===== src/rtl/rdata_pkg.sv =====
// rtl/rdata_pkg.sv - shared transaction status codes for the read-data interconnect
package rdata_pkg;

  localparam int STAT_BITS = 2;

  typedef enum logic [STAT_BITS-1:0] {
    NO_REQ = 2'd0,
    WAIT   = 2'd1,
    W_ACK  = 2'd2,
    W_DATA = 2'd3
  } rd_stat_e;

  function automatic logic is_w_data(input logic [STAT_BITS-1:0] stat);
    return stat == W_DATA;
  endfunction

endpackage


===== src/rtl/rdata_capture_reg.sv =====
// rtl/rdata_capture_reg.sv - per-master qualify compare, read-data register and valid strobe
module rdata_capture_reg
  import rdata_pkg::*;
#(
  parameter int DATA_W = 32,
  parameter int STAT_W = 2
) (
  input  logic              clk,
  input  logic              rst,
  input  logic              slave,
  input  logic              s_no,
  input  logic [STAT_W-1:0] stat,
  input  logic              sel,
  input  logic [DATA_W-1:0] rdata_in,
  output logic              qual,
  output logic [DATA_W-1:0] rdata,
  output logic              rvalid
);

  logic take;

  // Only the data phase for this slave counts; queued or pending-ack states never capture.
  assign qual = (slave == s_no) && (stat == STAT_W'(W_DATA));
  assign take = qual && sel;

  always_ff @(posedge clk) begin
    if (rst) begin
      rdata  <= '0;
      rvalid <= 1'b0;
    end else begin
      rvalid <= take;
      if (take) begin
        rdata <= rdata_in;
      end
    end
  end

endmodule


===== src/rtl/rdata_seeker.sv =====
// rtl/rdata_seeker.sv - steers slave read data into two per-master capture registers
module rdata_seeker
  import rdata_pkg::*;
#(
  parameter int DATA_W = 32,
  parameter int STAT_W = 2
) (
  input  logic              clk,
  input  logic              rst,
  input  logic              slave0,
  input  logic              slave1,
  input  logic [STAT_W-1:0] stat0,
  input  logic [STAT_W-1:0] stat1,
  input  logic [DATA_W-1:0] rdata_in,
  input  logic              s_no,
  output logic [DATA_W-1:0] rdata0,
  output logic [DATA_W-1:0] rdata1,
  output logic              rvalid0,
  output logic              rvalid1
);

  logic qual0;
  logic qual1;
  logic sel1;

  // Master 0 wins when both claim the same data beat.
  assign sel1 = ~qual0;

  rdata_capture_reg #(
    .DATA_W(DATA_W),
    .STAT_W(STAT_W)
  ) u_cap0 (
    .clk      (clk),
    .rst      (rst),
    .slave    (slave0),
    .s_no     (s_no),
    .stat     (stat0),
    .sel      (1'b1),
    .rdata_in (rdata_in),
    .qual     (qual0),
    .rdata    (rdata0),
    .rvalid   (rvalid0)
  );

  rdata_capture_reg #(
    .DATA_W(DATA_W),
    .STAT_W(STAT_W)
  ) u_cap1 (
    .clk      (clk),
    .rst      (rst),
    .slave    (slave1),
    .s_no     (s_no),
    .stat     (stat1),
    .sel      (sel1),
    .rdata_in (rdata_in),
    .qual     (qual1),
    .rdata    (rdata1),
    .rvalid   (rvalid1)
  );

endmodule


===== config.mk =====
export PLATFORM = sky130hd
export DESIGN_NAME = rdata_seeker
export DESIGN_NICKNAME = d
export VERILOG_FILES = /design/src/rtl/rdata_pkg.sv /design/src/rtl/rdata_capture_reg.sv /design/src/rtl/rdata_seeker.sv
export SDC_FILE = /design/constraint.sdc
export NUM_CORES = 1
export LEC_CHECK = 0
export ABC_AREA = 1
export BUFFER_PORTS_ARGS = -buffer_cell sky130_fd_sc_hd__buf_2
export CELL_PAD_IN_SITES_DETAIL_PLACEMENT = 0
export CELL_PAD_IN_SITES_GLOBAL_PLACEMENT = 2
export CORE_ASPECT_RATIO = 1.4
export CORE_UTILIZATION = 28
export CTS_CLUSTER_SIZE = 24
export DETAILED_ROUTE_END_ITERATION = 6
export PLACE_DENSITY_LB_ADDON = 0.08
export SLEW_MARGIN = 10
export SYNTH_ARGS = -nofsm -noshare
export SYNTH_HDL_FRONTEND = slang
export SYNTH_SLANG_ARGS = --single-unit

===== constraint.sdc =====
create_clock -name clk -period 1.6 [get_ports clk]
set_input_delay 0.32 -clock clk [delete_from_list [all_inputs] [get_ports clk]]
set_output_delay 0.32 -clock clk [all_outputs]
set_load 0.01 [all_outputs]

==> flow_summary.ini <==
[setup_path]
endpoint = rdata1[7]
startpoint = u_cap1.rdata[7]
r2r_start = u_cap1.rdata[30]
cp_cell_sequence = buf_2
crit_arrival_ns = 0.81
slowest_delay_ns = 0.35
critPathCaptureType = primary output
reg2reg_slack_ns = 0.99
worst-path-stages = 1
worst_path_dominant_cell_family = flip-flops
cp-start-kind = register
crit_required_ns = 1.28
critical_path.max_fanout = 2
crit_type = register to primary output
rr_worst_depth = 2
path_buf_inv = 1
crit_path_top_delay_cell = dfxtp_1
r2r-end = u_cap1.rdata[30]

[global_routing]
grt_max_degree = 42
grt_pass1_wl_mm = 12.30
grt_pass1_vias = 2498
antenna_found_initial = 0
grt_overflow = 0
grt_usage = 0.1556

[clocking]
clkSinkCount = 66
post_cts_resized = 0
clk_path_buf_depth = 2
cts-htree-levels = 3
cts.reportedPaths.clkPinSlew_ns = 0.05
cts_setup_buffers = 0
cts_root_buf = clkbuf_16
cts_tree = built
clock_latency_ns = 0.32
holdBufCountCts = 0
cts_made_buffers = 9

[sta]
fmax_mhz = 882.3
tns_ns = 0
worst_clock_skew_ns = 0
tightest_slew_ns = 0.4079
min_period_ns = 1.133
fin_crit_sh = 0.7084
hold_violations = 0
relSlewSlack = 0.7280
hold_ws_ns = 0.1989
slew_viol_final = 0
setup_viol = 0
rsz0062_at_grt = false

[final_layout]
diodes = 0
post_route_cells_drive_above_1_share = 0.3072
stdcell_count = 604
area_growth_pct = 34.88
final_cell_mix = buf_2, nor2_1, dfxtp_1
final_common_cell = buf_2
nNetsFinal = 508

[drt]
drtIter0Drc = 118
num_vias = 2617
route.detailed.drc = 0
routedWlPerCell_um = 12.40
wirelength_mm = 7.492
drtPass1Iterations = 4
ant_nets = 0
via_per_inst = 4.333

[yosys]
yosysSeqAreaShare = 0.4815
ys_seq_elements = 66
postSynthCellCount = 370
synthesis.nets = 411
yosysUniqueCellTypes = 18
synth-compound-area-share = 0.1888
synth_area_per_cell_um2 = 7.416
synth_top_area_frac = 0.4815
synth_mux_area_frac = 0
yosys.area.top_type = dfxtp_1
ys_top_cells_by_area = dfxtp_1, a21oi_1, nor2_1, nand3_1, o21ai_0
synth-xor-area-share = 0
yosys.area_share.simple = 0.2116
yosys.area_share.adder = 0
syn-cell-area_um2 = 2744
synth_warnings = 0
synth_top_family_by_area = simple AND/OR/NAND/NOR gates

[run_status]
status = complete, no violations

[die]
die_area_um2 = 10210
die_h_um = 119.1
rows = 42
ios = 107
initial_core_util = 0.2885
die_w_um = 85.67
coreArea_um2 = 9512

[power]
p_leak_nw = 1.864
ir_drop_v = 0.0005114
power_mw = 4.227
p_per_area_nw_per_um2 = 1142

[placed_design]
io_buffers = 106
place_inst = 588
gp_congestion = 0.6822
dpl.hpwl_mm = 4.939

[worst_hold_path]
hp-class = input port to register

[flow_run]
max-cap-violations = 0
==> through the flow <==
stage	util	cell area, um2	setup WS (ns)
after floorplan	-	2744	0.4563
after global placement	0.3592	3417	0.2328
after detailed placement	0.3592	3417	0.2225
after CTS	0.3891	3701	0.4445
after global routing	0.3891	3701	0.4090
final	0.3891	3701	0.4666
==> synthesized netlist by cell type (all sizes together) <==
| master | instances |
|---|---|
| a21oi | 64 |
| and2 | 1 |
| buf | 21 |
| clkbuf | 9 |
| clkinv | 1 |
| dfxtp | 66 |
| inv | 36 |
| nand2 | 39 |
| nand3 | 33 |
| nor2 | 68 |
| o21ai | 32 |
==> registers in the layout, summed over array words and instances (netlist names) <==
signal         cells
u_cap0.rdata      32
u_cap1.rdata      32
u_cap0.rvalid      1
u_cap1.rvalid      1
==> report_power, final <==
part | switching [mW] | internal, mW | total (mW) | leakage (nW)
Sequential | 0.0484 | 1.74 | 1.79 | 0.540
Clock | 0.686 | 1.17 | 1.86 | 0.143
Combinational | 0.339 | 0.238 | 0.578 | 1.18
Total | 1.07 | 3.15 | 4.23 | 1.86
==> per-layer routing <==
metal,wire [um],vias to the layer above,GRT usage
li1,-,1382,-
met1,3328,1160,0.1876
met2,3632,67,0.2545
met3,418,8,0.04505
met4,113,0,0.06875
met5,0,-,0
==> kinds of logic (layout without fill, tap and decap cells) <==
kind of cell,Yosys count,count (layout)
simple gates,141,141
compound gates,96,96
buf+inv,67,169
flops,66,66
==> cell type report <==
type,instances,area (um2)
Tap cell,132,165.2
Multi-Input combinational cell,237,1111
Clock buffer,14,274.0
Inverter,37,138.9
Timing Repair Buffer,116,680.7
Clock inverter,2,10.01
Sequential cell,66,1321
Fill cell,1041,5811
==> worst min-delay path by stage <==
stage | slack, ns | cells past startpoint | start | endpoint
6_report | 0.20 | 2 | rst | u_cap1.rvalid
5_1_grt | 0.20 | 2 | rst | u_cap1.rvalid
4_1_cts | 0.19 | 2 | rst | u_cap1.rvalid
3_5_place_dp | 0.45 | 2 | u_cap0.rdata[19] | u_cap0.rdata[19]
3_3_place_gp | 0.44 | 2 | u_cap0.rdata[19] | u_cap0.rdata[19]
2_1_floorplan | 0.39 | 1 | rst | u_cap1.rvalid
No activity file was read; power rests on OpenSTA's default activity.
